[config.mk]
export PLATFORM = sky130hd
export DESIGN_NAME = div_unit
export DESIGN_NICKNAME = d
export VERILOG_FILES = /design/src/rtl/div_pkg.sv /design/src/rtl/div_step.sv /design/src/rtl/div_unit.sv
export SDC_FILE = /design/constraint.sdc
export NUM_CORES = 1
export LEC_CHECK = 0
export ABC_AREA = 1
export CAP_MARGIN = 15
export CORE_ASPECT_RATIO = 0.75
export CORE_MARGIN = 5
export CORE_UTILIZATION = 40
export CTS_CLUSTER_SIZE = 40
export DETAILED_ROUTE_END_ITERATION = 8
export DONT_BUFFER_PORTS = 1
export PLACE_DENSITY = 0.58
export SLEW_MARGIN = 20
export SYNTH_ARGS = -nofsm -noshare
export SYNTH_HDL_FRONTEND = slang
export SYNTH_SLANG_ARGS = --single-unit
[constraint.sdc]
create_clock -name CLK -period 5.7 [get_ports CLK]
set_input_delay 0.855 -clock CLK [delete_from_list [all_inputs] [get_ports CLK]]
set_output_delay 0.855 -clock CLK [all_outputs]
set_load 0.05 [all_outputs]
[src/rtl/div_pkg.sv]
// Shared definitions for the iterative divider: operation codes, FSM states
// and the width-dependent constants used by the special-case paths.
package div_pkg;

   localparam int unsigned DIV_WIDTH = 32;

   localparam logic [1:0] OP_DIV  = 2'b00;
   localparam logic [1:0] OP_DIVU = 2'b01;
   localparam logic [1:0] OP_REM  = 2'b10;
   localparam logic [1:0] OP_REMU = 2'b11;

   localparam logic [DIV_WIDTH-1:0] DIV_ALL_ONES   = '1;
   localparam logic [DIV_WIDTH-1:0] DIV_MIN_SIGNED = {1'b1, {(DIV_WIDTH-1){1'b0}}};

   typedef enum logic [1:0] {
      S_IDLE,
      S_CALC,
      S_FIX,
      S_DONE
   } div_state_t;

endpackage

[src/rtl/div_step.sv]
// One combinational radix-2 restoring iteration: shift {rem,quo} left by one,
// trial-subtract the divisor magnitude and keep the difference when it fits.
module div_step #(
   parameter int unsigned WIDTH = 32
) (
   input  logic [WIDTH-1:0] rem,
   input  logic [WIDTH-1:0] quo,
   input  logic [WIDTH-1:0] dvs,
   output logic [WIDTH-1:0] rem_next,
   output logic [WIDTH-1:0] quo_next
);

   logic [WIDTH:0] shifted;
   logic [WIDTH:0] trial;
   logic           fits;

   // Trial subtract on WIDTH+1 bits. Because rem < dvs on entry, a successful
   // subtract always leaves a value below 2^WIDTH, while a borrow always sets
   // the top bit, so trial[WIDTH] alone tells whether the divisor fitted.
   always_comb begin
      shifted  = {rem, quo[WIDTH-1]};
      trial    = shifted - {1'b0, dvs};
      fits     = ~trial[WIDTH];
      rem_next = fits ? trial[WIDTH-1:0] : shifted[WIDTH-1:0];
      quo_next = {quo[WIDTH-2:0], fits};
   end

endmodule

[src/rtl/div_unit.sv]
// Multi-cycle RV32M divider (DIV/DIVU/REM/REMU). Signed operands are reduced
// to magnitudes on accept, one quotient bit is produced per CALC cycle, and
// the FIX cycle restores signs and selects quotient or remainder.
module div_unit
   import div_pkg::*;
#(
   parameter int unsigned WIDTH = DIV_WIDTH,
   parameter int unsigned CNT_W = 5
) (
   input  logic             CLK,
   input  logic             RESET,
   input  logic             START,
   input  logic [1:0]       OP,
   input  logic [WIDTH-1:0] DATA1,
   input  logic [WIDTH-1:0] DATA2,
   input  logic             KILL,
   output logic             BUSY,
   output logic             DONE,
   output logic [WIDTH-1:0] RESULT
);

   localparam logic [WIDTH-1:0] MIN_S = {1'b1, {(WIDTH-1){1'b0}}};

   div_state_t       state;
   div_state_t       state_next;

   logic [CNT_W-1:0] cnt;
   logic [WIDTH-1:0] rem;
   logic [WIDTH-1:0] quo;
   logic [WIDTH-1:0] dvs;
   logic             neg_q;
   logic             neg_r;
   logic             rem_sel;

   logic [WIDTH-1:0] rem_next;
   logic [WIDTH-1:0] quo_next;

   logic             accept;
   logic             is_signed;
   logic             is_rem;
   logic             div_zero;
   logic             overflow;
   logic             special;
   logic [WIDTH-1:0] mag1;
   logic [WIDTH-1:0] mag2;
   logic [WIDTH-1:0] fixed_q;
   logic [WIDTH-1:0] fixed_r;

   div_step #(
      .WIDTH(WIDTH)
   ) u_step (
      .rem     (rem),
      .quo     (quo),
      .dvs     (dvs),
      .rem_next(rem_next),
      .quo_next(quo_next)
   );

   // Decode the incoming request, operand magnitudes and the sign-fixed results.
   always_comb begin
      accept    = (state == S_IDLE) && START && !KILL;
      is_signed = ~OP[0];
      is_rem    = OP[1];
      div_zero  = (DATA2 == '0);
      overflow  = is_signed && (DATA1 == MIN_S) && (DATA2 == '1);
      special   = div_zero || overflow;
      mag1      = (is_signed && DATA1[WIDTH-1]) ? (~DATA1 + 1'b1) : DATA1;
      mag2      = (is_signed && DATA2[WIDTH-1]) ? (~DATA2 + 1'b1) : DATA2;
      fixed_q   = neg_q ? (~quo + 1'b1) : quo;
      fixed_r   = neg_r ? (~rem + 1'b1) : rem;
   end

   // State register.
   always_ff @(posedge CLK) begin
      if (RESET) begin
         state <= S_IDLE;
      end else begin
         state <= state_next;
      end
   end

   // Next-state and status outputs; KILL overrides every non-idle transition.
   always_comb begin
      state_next = state;
      BUSY       = (state != S_IDLE);
      DONE       = (state == S_DONE);
      case (state)
         S_IDLE: begin
            if (accept) begin
               state_next = special ? S_DONE : S_CALC;
            end
         end
         S_CALC: begin
            if (KILL) begin
               state_next = S_IDLE;
            end else if (cnt == '1) begin
               state_next = S_FIX;
            end
         end
         S_FIX: begin
            state_next = KILL ? S_IDLE : S_DONE;
         end
         S_DONE: begin
            state_next = S_IDLE;
         end
         default: begin
            state_next = S_IDLE;
         end
      endcase
   end

   // Datapath: latch operands on accept, iterate in CALC, publish in FIX.
   always_ff @(posedge CLK) begin
      if (RESET) begin
         cnt     <= '0;
         rem     <= '0;
         quo     <= '0;
         dvs     <= '0;
         neg_q   <= 1'b0;
         neg_r   <= 1'b0;
         rem_sel <= 1'b0;
         RESULT  <= '0;
      end else begin
         case (state)
            S_IDLE: begin
               if (accept) begin
                  rem_sel <= is_rem;
                  if (div_zero) begin
                     RESULT <= is_rem ? DATA1 : '1;
                  end else if (overflow) begin
                     RESULT <= is_rem ? '0 : MIN_S;
                  end else begin
                     cnt   <= '0;
                     rem   <= '0;
                     quo   <= mag1;
                     dvs   <= mag2;
                     neg_q <= is_signed && (DATA1[WIDTH-1] ^ DATA2[WIDTH-1]);
                     neg_r <= is_signed && DATA1[WIDTH-1];
                  end
               end
            end
            S_CALC: begin
               if (!KILL) begin
                  rem <= rem_next;
                  quo <= quo_next;
                  cnt <= cnt + CNT_W'(1);
               end
            end
            S_FIX: begin
               if (!KILL) begin
                  RESULT <= rem_sel ? fixed_r : fixed_q;
               end
            end
            default: begin
            end
         endcase
      end
   end

endmodule
* Word level (Yosys, flattened, before mapping)
Index checks and enable logic that the tools add are counted.
** Cells by class
- Reductions and logical operators :: 19
- Multiplexer cells :: 34
- Bitwise operators :: 9
- Add/sub/neg operators :: 6
- Eq/ne operators :: 13
** Operators by type and width (number)
- $mux 32 :: 20
- $pmux 32 s2 :: 3
- $add 32x1->32 const B :: 4
- $not 32->32 :: 4
- $eq 32x32->1 const B :: 2
- $sub 33x32->33 :: 1
- $logic_not 32->1 :: 1
- $mux 5 :: 4
- $mux 2 :: 5
- $ne 2x2->1 const B :: 5
- $pmux 5 s2 :: 1
- $pmux 2 s4 :: 1
- $reduce_and 4->1 :: 2
- $logic_and 1x1->1 :: 7
- $ne 3x3->1 const B :: 2
- $reduce_bool 2->1 :: 3
- $add 5x1->5 const B :: 1
- $eq 5x5->1 const B :: 1
- $reduce_and 5->1 :: 1
- $eq 2x2->1 const B :: 2
- $not 1->1 :: 4
- $reduce_and 2->1 :: 2
- $eq 2x1->1 const B :: 1
- $logic_not 2->1 :: 1
- 3 further kinds :: 3
** Word-level totals
- Input port bits :: 70
- Output and inout port bits :: 34
- Word-level logic and storage cells :: 90
- Register bits after elaboration :: 138

* Longest topological paths before layout
Gate-level depths: netlist (run 1).
- Depth after elaboration :: 7
- Mapped depth :: 18
- Mapped depth without buffers :: 17

* Cells and area by module
Synthesis (run 1) repeated with hierarchy kept, for this count alone.
** Unflattened totals
- Cell total of the unflattened synthesis :: 2514
- Area total of the unflattened synthesis :: 13593.0 µm²
** Modules (own cells, without submodules)
- div_unit :: cells each 1799, area an instance 10189.8 µm², times used 1, sequential area each 2762.6 µm²
- div_step :: cells each 715, area an instance 3403.3 µm², times used 1, sequential area each 0.0 µm²

* Least setup slack after synthesis (run 1)
OpenSTA, ideal clock, no wires.
- Path type :: input-to-reg
- Start point :: in DATA1[0]
- End point :: reg quo[13]
- Data arrival time :: 2411 ps
- Stages on the path :: 15
- Required time :: 5581 ps
- Path slack :: 3170 ps
- Setup time :: 119 ps
- Cell sequence :: inv_1 -> ha_1 -> inv_1 -> nor2_1 -> nand3_2 -> nor2_4 -> nand3_4 -> nor2_4 -> nand3_2 -> nand2_4 -> nand2_4 -> nand2_8 -> buf_6 -> buf_6 -> a21oi_2
** Between the ends
- Word-level cells in the longest chain between the ends :: 7
** RTL lines
- start: declaration :: line div_unit.sv:14 : input logic [WIDTH-1:0] DATA1,
- $not 32->32 :: line div_unit.sv:67 : mag1 = (is_signed && DATA1[WIDTH-1]) ? (~DATA1 + 1'b1) : DATA1;
- $add 32x1->32 :: line div_unit.sv:67
- $mux 32 :: line div_unit.sv:67
- $mux 32 :: line div_unit.sv:130 : end else if (overflow) begin
- $mux 32 :: line div_unit.sv:128 : if (div_zero) begin
- $mux 32 :: line div_unit.sv:126 : if (accept) begin
- $pmux 32 s2 :: line div_unit.sv:124 : case (state)
- end signal: assignment :: line div_unit.sv:135 : quo <= mag1;
- end signal: assignment :: line div_unit.sv:145 : quo <= quo_next;
- end: declaration :: line div_unit.sv:29 : logic [WIDTH-1:0] quo;
Several ways; a longest one is shown, not always the timed one. The select of a mux whose other input is x is not followed.
A chain may end at the register's enable or synchronous reset.

* Worst setup path in the final report (run 1)
- Start point :: reg state[1]
- End point :: reg RESULT[9]
** Between the ends
- Word-level cells in the longest chain between the ends :: 5
** RTL lines
- start: declaration :: line div_unit.sv:24 : div_state_t state;
- start signal: assignment :: line div_unit.sv:78 : state <= state_next;
- $logic_not 2->1 :: line div_unit.sv:61, div_unit.sv:124
- $logic_and 1x1->1 (2 in a row) :: line div_unit.sv:61 : accept = (state == S_IDLE) && START && !KILL;
- $ne 2x2->1 (no source line)
- $reduce_and 4->1 (no source line)
- end signal: assignment :: line div_unit.sv:129 : RESULT <= is_rem ? DATA1 : '1;
- end signal: assignment :: line div_unit.sv:131 : RESULT <= is_rem ? '0 : MIN_S;
- end signal: assignment :: line div_unit.sv:151 : RESULT <= rem_sel ? fixed_r : fixed_q;
- end: declaration :: line div_unit.sv:19 : output logic [WIDTH-1:0] RESULT
Several ways; a longest one is shown, not always the timed one.

==> run metrics, run 1 <==
# rows=57; RSZ-0062 raised after global routing=no; EDFF count, synth=0; Fmax achieved=~280 MHz; GR Util All Layers=0.277; Slew headroom=0.336; H-tree Lvls=4; PostCTS Resize Cnt=0; Final period util=0.616; post-layout util=0.430; Hold Vio Cnt, Final=0; later-pin clock latency in the skew report=between 400 and 500 ps; worst-margin pin slew=between 900 and 1000 ps; Synthesized Nets=between 2000 and 2500; post-synth top area share=0.211; TritonCTS clock tree=built; routed len/inst=18.9 um; via count=between 10000 and 15000; fin nets=roughly 2400; biggest area consumer among synthesized cells=dfxtp_1; CP arrival=about 3800 ps; peak supply drop=roughly 0.16 mV; CTS clk-pin slew, worst paths=about 70 ps; largest net degree at the start of global routing=80; post-route cell area=about 14000 sq um; sequential share of the synthesized area=0.211; Fill cells=3607; Die W=219 um; worst hold path class=reg2reg; PD cells=between 200 and 250 nW/um^2; # clock sinks=between 100 and 150; Avg Inst Size Synth=around 5.6 sq um; I/O pin count=around 100; ys flop type=dfxtp_1; number of global-route vias before repair=between 10000 and 15000; Multi-input gate area=a little under 9000 sq um; final setup violating endpoints=0; CTS root buffer=clkbuf_16; cell area after synthesis=approximately 13000 sq um; status=complete, no violations; post-route ant nets=0; setup TNS=0 ps; #FFs+latches synth=138; fraction of layout cells with a size suffix above 1=0.0444; main area contributors after synthesis=dfxtp_1 21%, nand2_1 19%, inv_1 8.7%; hold_ws=467 ps; Diodes inserted=0; Remaining Overflow, GRT=0; Post-synth ARST share=0; Reg area=roughly 2800 sq um; CP Max Fanout=35; CTS buffer count=17; routability cong.=~1; Leak=6.60 nW; Distinct cells, synth=46; CP required=6010 ps; hold-fix buffers at CTS=0; first-pass GRT wire length=between 70000 and 80000 um; Vias/cell=5.43; CORE AREA=32300 sq um; drt first pass iters=6; Worst setup EP type=flip-flop; Final HPWL DP=just over 40000 um; DP Area=between 10000 and 15000 sq um; Die Footprint=roughly 36000 sq um; Final Slew Violations=0; Routed WL=about 52000 um; Post-CTS Setup Bufs=0; drc violations=0; Initial Util=0.405; die height=approximately 170 um; max cap viols=0; initial antenna violation count=0; clock buffer depth=2; gate count after technology mapping=between 2000 and 2500; Area Growth Syn to Fin=6.01%; element type at the critical path start=flip-flop; Tmin final=~3500 ps; Yosys warnings=0; Detailed Route Iter0 Violations=around 1800; critical path class=reg2reg; Clock Skew=8.75 ps; Port Buffer Count=0
==> registers in the layout, indices dropped and copies added (netlist names) <==
signal,cells
quo,32
rem_sel,1
cnt,5
state,2
RESULT,32
neg_r,1
neg_q,1
dvs,32
rem,32
==> layout make-up <==
cell class | count | area share
flip-flops and latches | 138 | 0.199
clock inverters | 15 | 0.0126
clock buffers | 17 | 0.0307
inverters | 318 | 0.0861
multi-input cells | 1802 | 0.627
well taps | 442 | 0.0398
repair buffers | 8 | 0.00433
==> kinds of logic (layout without fill, tap and decap cells) <==
| logic type | Yosys count | in the layout | synth area share |
|---|---|---|---|
| XOR/XNOR | 52 | 52 | 0.0348 |
| AO/OA/AOI/OAI | 394 | 394 | 0.161 |
| adder cells (fa/ha/maj) | 40 | 40 | 0.0388 |
| AND/OR/NAND/NOR | 1316 | 1316 | 0.430 |
| flip-flops | 138 | 138 | 0.211 |
| buffers and inverters | 404 | 358 | 0.124 |
==> cell usage after synthesis, types with 2 or more instances <==
cell      instances
nand3_2           7
nor2_4            8
nand3_4           2
nand2_1         674
a21oi_1         150
clkinv_1          3
nand2_4           3
a21o_1            3
a21oi_2          10
nand3_1         227
nand4_1          35
nand3b_1          8
o21ai_0         168
o21ai_1          24
nor3_1           28
dfxtp_1         138
ha_1             39
o22ai_1          12
nor2_1          292
xor2_1           39
o211ai_1          9
o21bai_1          4
clkbuf_1         47
inv_1           304
buf_6            10
buf_4             4
buf_1            12
buf_2            13
nand2_2           3
and2_1            4
a211oi_1         10
nor4_1            7
inv_2            10
nor3b_1           2
nor2_2            8
xnor2_1          13
or2_2             5
==> cell usage in the layout (no fill, tap or decap), types with 2 or more instances in the layout <==
master,n
nand2_1,674
inv_1,303
nor2_1,291
nand3_1,227
o21ai_0,168
a21oi_1,150
dfxtp_1,138
xor2_1,39
ha_1,39
nand4_1,35
nor3_1,28
o21ai_1,24
clkbuf_16,17
xnor2_1,13
o22ai_1,12
inv_2,11
a211oi_1,10
a21oi_2,10
nor2_2,9
o211ai_1,9
nor2_4,8
nand3b_1,8
buf_4,8
nand3_2,7
nor4_1,7
inv_8,7
or2_2,5
o21bai_1,4
and2_1,4
clkinv_1,3
a21o_1,3
nand2_2,3
nand2_4,3
inv_6,3
nand3_4,2
nor3b_1,2
clkinvlp_4,2
==> report_power, final <==
part	switching (W)	total, W	leakage [nW]	internal [W]
Sequential	0.0000418	0.00105	1.12	0.00101
Combinational	0.000572	0.000798	5.19	0.000226
Clock	0.000537	0.00117	0.291	0.000629
==> layer usage <==
layer,global-route usage,part of all wire
met5,0,0
met4,0.0453,0.011
met3,0.114,0.13
met2,0.358,0.37
met1,0.427,0.48
==> worst max-delay path: stages, from the launching register on <==
cell     delay, ps
dfxtp_1        470
inv_2           80
nor2_2          80
buf_4          380
inv_1          530
o21ai_1        490
nand2_2        480
nor3_1         780
nor2_1          70
==> per-stage QoR <==
stage / total power [W] / setup WS, ps / std cells
floorplan: 0.00163 / 3170 / 2344
global route: 0.00316 / 1910 / 2740
CTS: 0.00300 / 2260 / 2740
detailed placement: 0.00184 / 2170 / 2708
global placement: 0.00184 / 2210 / 2708
finish: 0.00301 / 2190 / 2740
==> worst paths after layout <==
| check | startpoint | end | slack (ps) | cells after the start |
|---|---|---|---|---|
| max | state[1] | RESULT[9] | 2190 | 8 |
| min reg2reg | cnt[4] | cnt[4] | 470 | 2 |
| max reg2reg | state[1] | RESULT[9] | 2190 | 8 |
| min | cnt[4] | cnt[4] | 470 | 2 |
(Power assumes the default switching activity.)
==> run 2, diff against run 1 <==
Settings changed: PLACE_DENSITY 0.58 to 0.6.
Clock period 5.7 ns to 3.1 ns, I/O delays scaled along.
==> run metrics, run 2 (same netlist as run 1, synthesis figures left out) <==
max cap viols=0 (unchanged); worst hold path class=in2reg; met3 WL=6520 um (-5.4%); Detailed Route Iter0 Violations=1677 (-7.5%); post-route ant nets=0 (unchanged); Final Slew Violations=0 (unchanged); H-tree Lvls=4 (unchanged); setup TNS=0 ps (unchanged); hold path start=RESET; Final HPWL DP=41100 um (+0.15%); sw frac=0.377 (-0.00483); fin nets=2421 (+1.1%); CTS buffer count=17 (unchanged); drt first pass iters=6 (unchanged); combinational power share=0.269 (+0.004); Seq pwr share=0.351 (+0.003); Hold Path Stages=1 (-1); Worst setup EP type=flip-flop; Hold Vio Cnt, Final=0 (unchanged); # clock sinks=138 (unchanged); via count=15000 (+1.0%); clock buffer depth=2 (unchanged); CTS clk-pin slew, worst paths=70 ps (about the same); post-layout util=0.436 (+0.00666); Hold EP=cnt[4]; Multi-input gate area=8710 sq um (unchanged); Final period util=0.872 (+0.256); Initial Util=0.405 (unchanged); Fmax achieved=370 MHz (+30%); CP top delay family=simple AND/OR/NAND/NOR gates; fraction of layout cells with a size suffix above 1=0.0546 (+0.0103); most frequent cells in the layout=674 x nand2_1, 303 x inv_1, 291 x nor2_1; worst r2r dst=quo[0]; final worst slack=396 ps (-1790 ps); Place WS=338 ps (-1830 ps); Area Growth Syn to Fin=7.66%; Clock Skew=11.7 ps (+2.90 ps); critical path class=reg2reg; routed len/inst=18.7 um (-1.4%); Diodes inserted=0 (unchanged); CTS root buffer=clkbuf_16; P_int=0.00342 W (+84%); die height=167 um (unchanged); GR Util All Layers=0.273 (-0.00411); RSZ-0062 raised after global routing=no; CP required=3440 ps (-2570 ps); number of global-route vias before repair=13100 (-1.0%); crit-path most repeated cell=nand2_1; later-pin clock latency in the skew report=450 ps (about the same); r2r startpoint=quo[31]; PostCTS Resize Cnt=0 (unchanged); Reg2Reg Setup Slack=400 ps (-1790 ps); routability cong.=1.01 (+1.9%); initial antenna violation count=0 (unchanged); largest net degree at the start of global routing=78 (-2.5%); Die Footprint=36500 sq um (unchanged); clock network power share=0.379 (-0.008); worst-margin pin slew=742 ps (-244 ps); CP Max Fanout=33 (-5.7%); met2 wire length=19100 um (-1.6%); PD cells=390 nW/um^2 (+80%); CORE AREA=32300 sq um (unchanged); Tmin final=2700 ps (-806 ps); # rows=57 (unchanged); P_sw=0.00207 W (+80%); Reg area=2760 sq um (unchanged); CP arrival=3040 ps (-780 ps); slowest CP cell=fa_1; Die W=219 um (unchanged); Slew headroom=0.500 (+0.164); M1 wire length=25500 um (+2.0%); status=complete, no violations; hold-fix buffers at CTS=0 (unchanged); TritonCTS clock tree=built; Vias/cell=5.43 (about the same); element type at the critical path start=flip-flop; first-pass GRT wire length=77400 um (-1.3%); Leak=6.74 nW (+2.0%); Crit path buffers/inverters=3 (unchanged); highest metal used=met4; final setup violating endpoints=0 (unchanged); cells along the critical path=inv_1 > ha_1 > fa_1 > inv_1 > nand2_1 > nand2_1 > nand3_1 > nand2_1 > nand2_1 > nand2_1 > nand2_1 > nand2_1 > nand2_1 > nand2_2 > buf_12 > nor2_1 > nor3_1 > nor2_1; peak supply drop=0.330 mV (+110%); worst-case reg-to-reg path depth=18 (+10); drc violations=0 (unchanged); Remaining Overflow, GRT=0 (unchanged); Post-CTS Setup Bufs=0 (unchanged); Port Buffer Count=0 (unchanged); Fill cells=3525 (-2.3%); commonest non-fill, non-tap cell in the layout=nand2_1; Routed WL=51600 um (-0.50%); I/O pin count=104 (unchanged); Crit path largest cell delay=410 ps (-370 ps)
==> run 2: cell count changes in the layout (fill, tap and decap cells not counted) <==
cell and delta:
clkbuf_1 +1, buf_4 +23, inv_6 +4, inv_8 -5
buf_12 +3
==> run 2: layer usage <==
layer  up-vias  global-route usage
li1       7472                   -
met2       663               0.344
met3        28              0.0993
met4         0              0.0398
met5         -                   0
met1      6851               0.438
==> run 2: power groups by stage <==
| stage | registers (W) | logic [W] | clock network, W |
|---|---|---|---|
| after floorplan | 0.00194 | 0.00106 | 0 |
| final | 0.00193 | 0.00148 | 0.00208 |
| after CTS | 0.00193 | 0.00144 | 0.00210 |
| after global placement | 0.00196 | 0.00143 | 0 |
| after global routing | 0.00194 | 0.00164 | 0.00219 |
| after detailed placement | 0.00197 | 0.00143 | 0 |
==> run 2: worst max path at each step <==
stage | from | to | slack [ps] | cells past startpoint
3_5_place_dp | DATA1[0] | RESULT[22] | 340 | 14
3_3_place_gp | DATA1[0] | RESULT[25] | 380 | 15
6_report | quo[31] | quo[0] | 400 | 18
5_1_grt | quo[31] | quo[0] | 140 | 18
4_1_cts | quo[31] | quo[0] | 420 | 18
2_1_floorplan | quo[31] | quo[0] | 780 | 18
==> run 2: cell type report <==
class,count,area share
flip-flops and latches,138,0.196
well taps,442,0.0392
clock buffers,18,0.0305
multi-input cells,1802,0.618
repair buffers,34,0.0208
clock inverters,14,0.0109
inverters,318,0.0848
==> run 2: through the flow <==
step	std cells	cell area [sq um]	power, W	hold slack [ps]
after CTS	2766	14100	0.00546	74.0
after global routing	2766	14100	0.00576	67.9
after detailed placement	2734	13500	0.00340	456
after global placement	2734	13500	0.00339	449
final	2766	14100	0.00550	81.6
after floorplan	2344	13100	0.00300	430
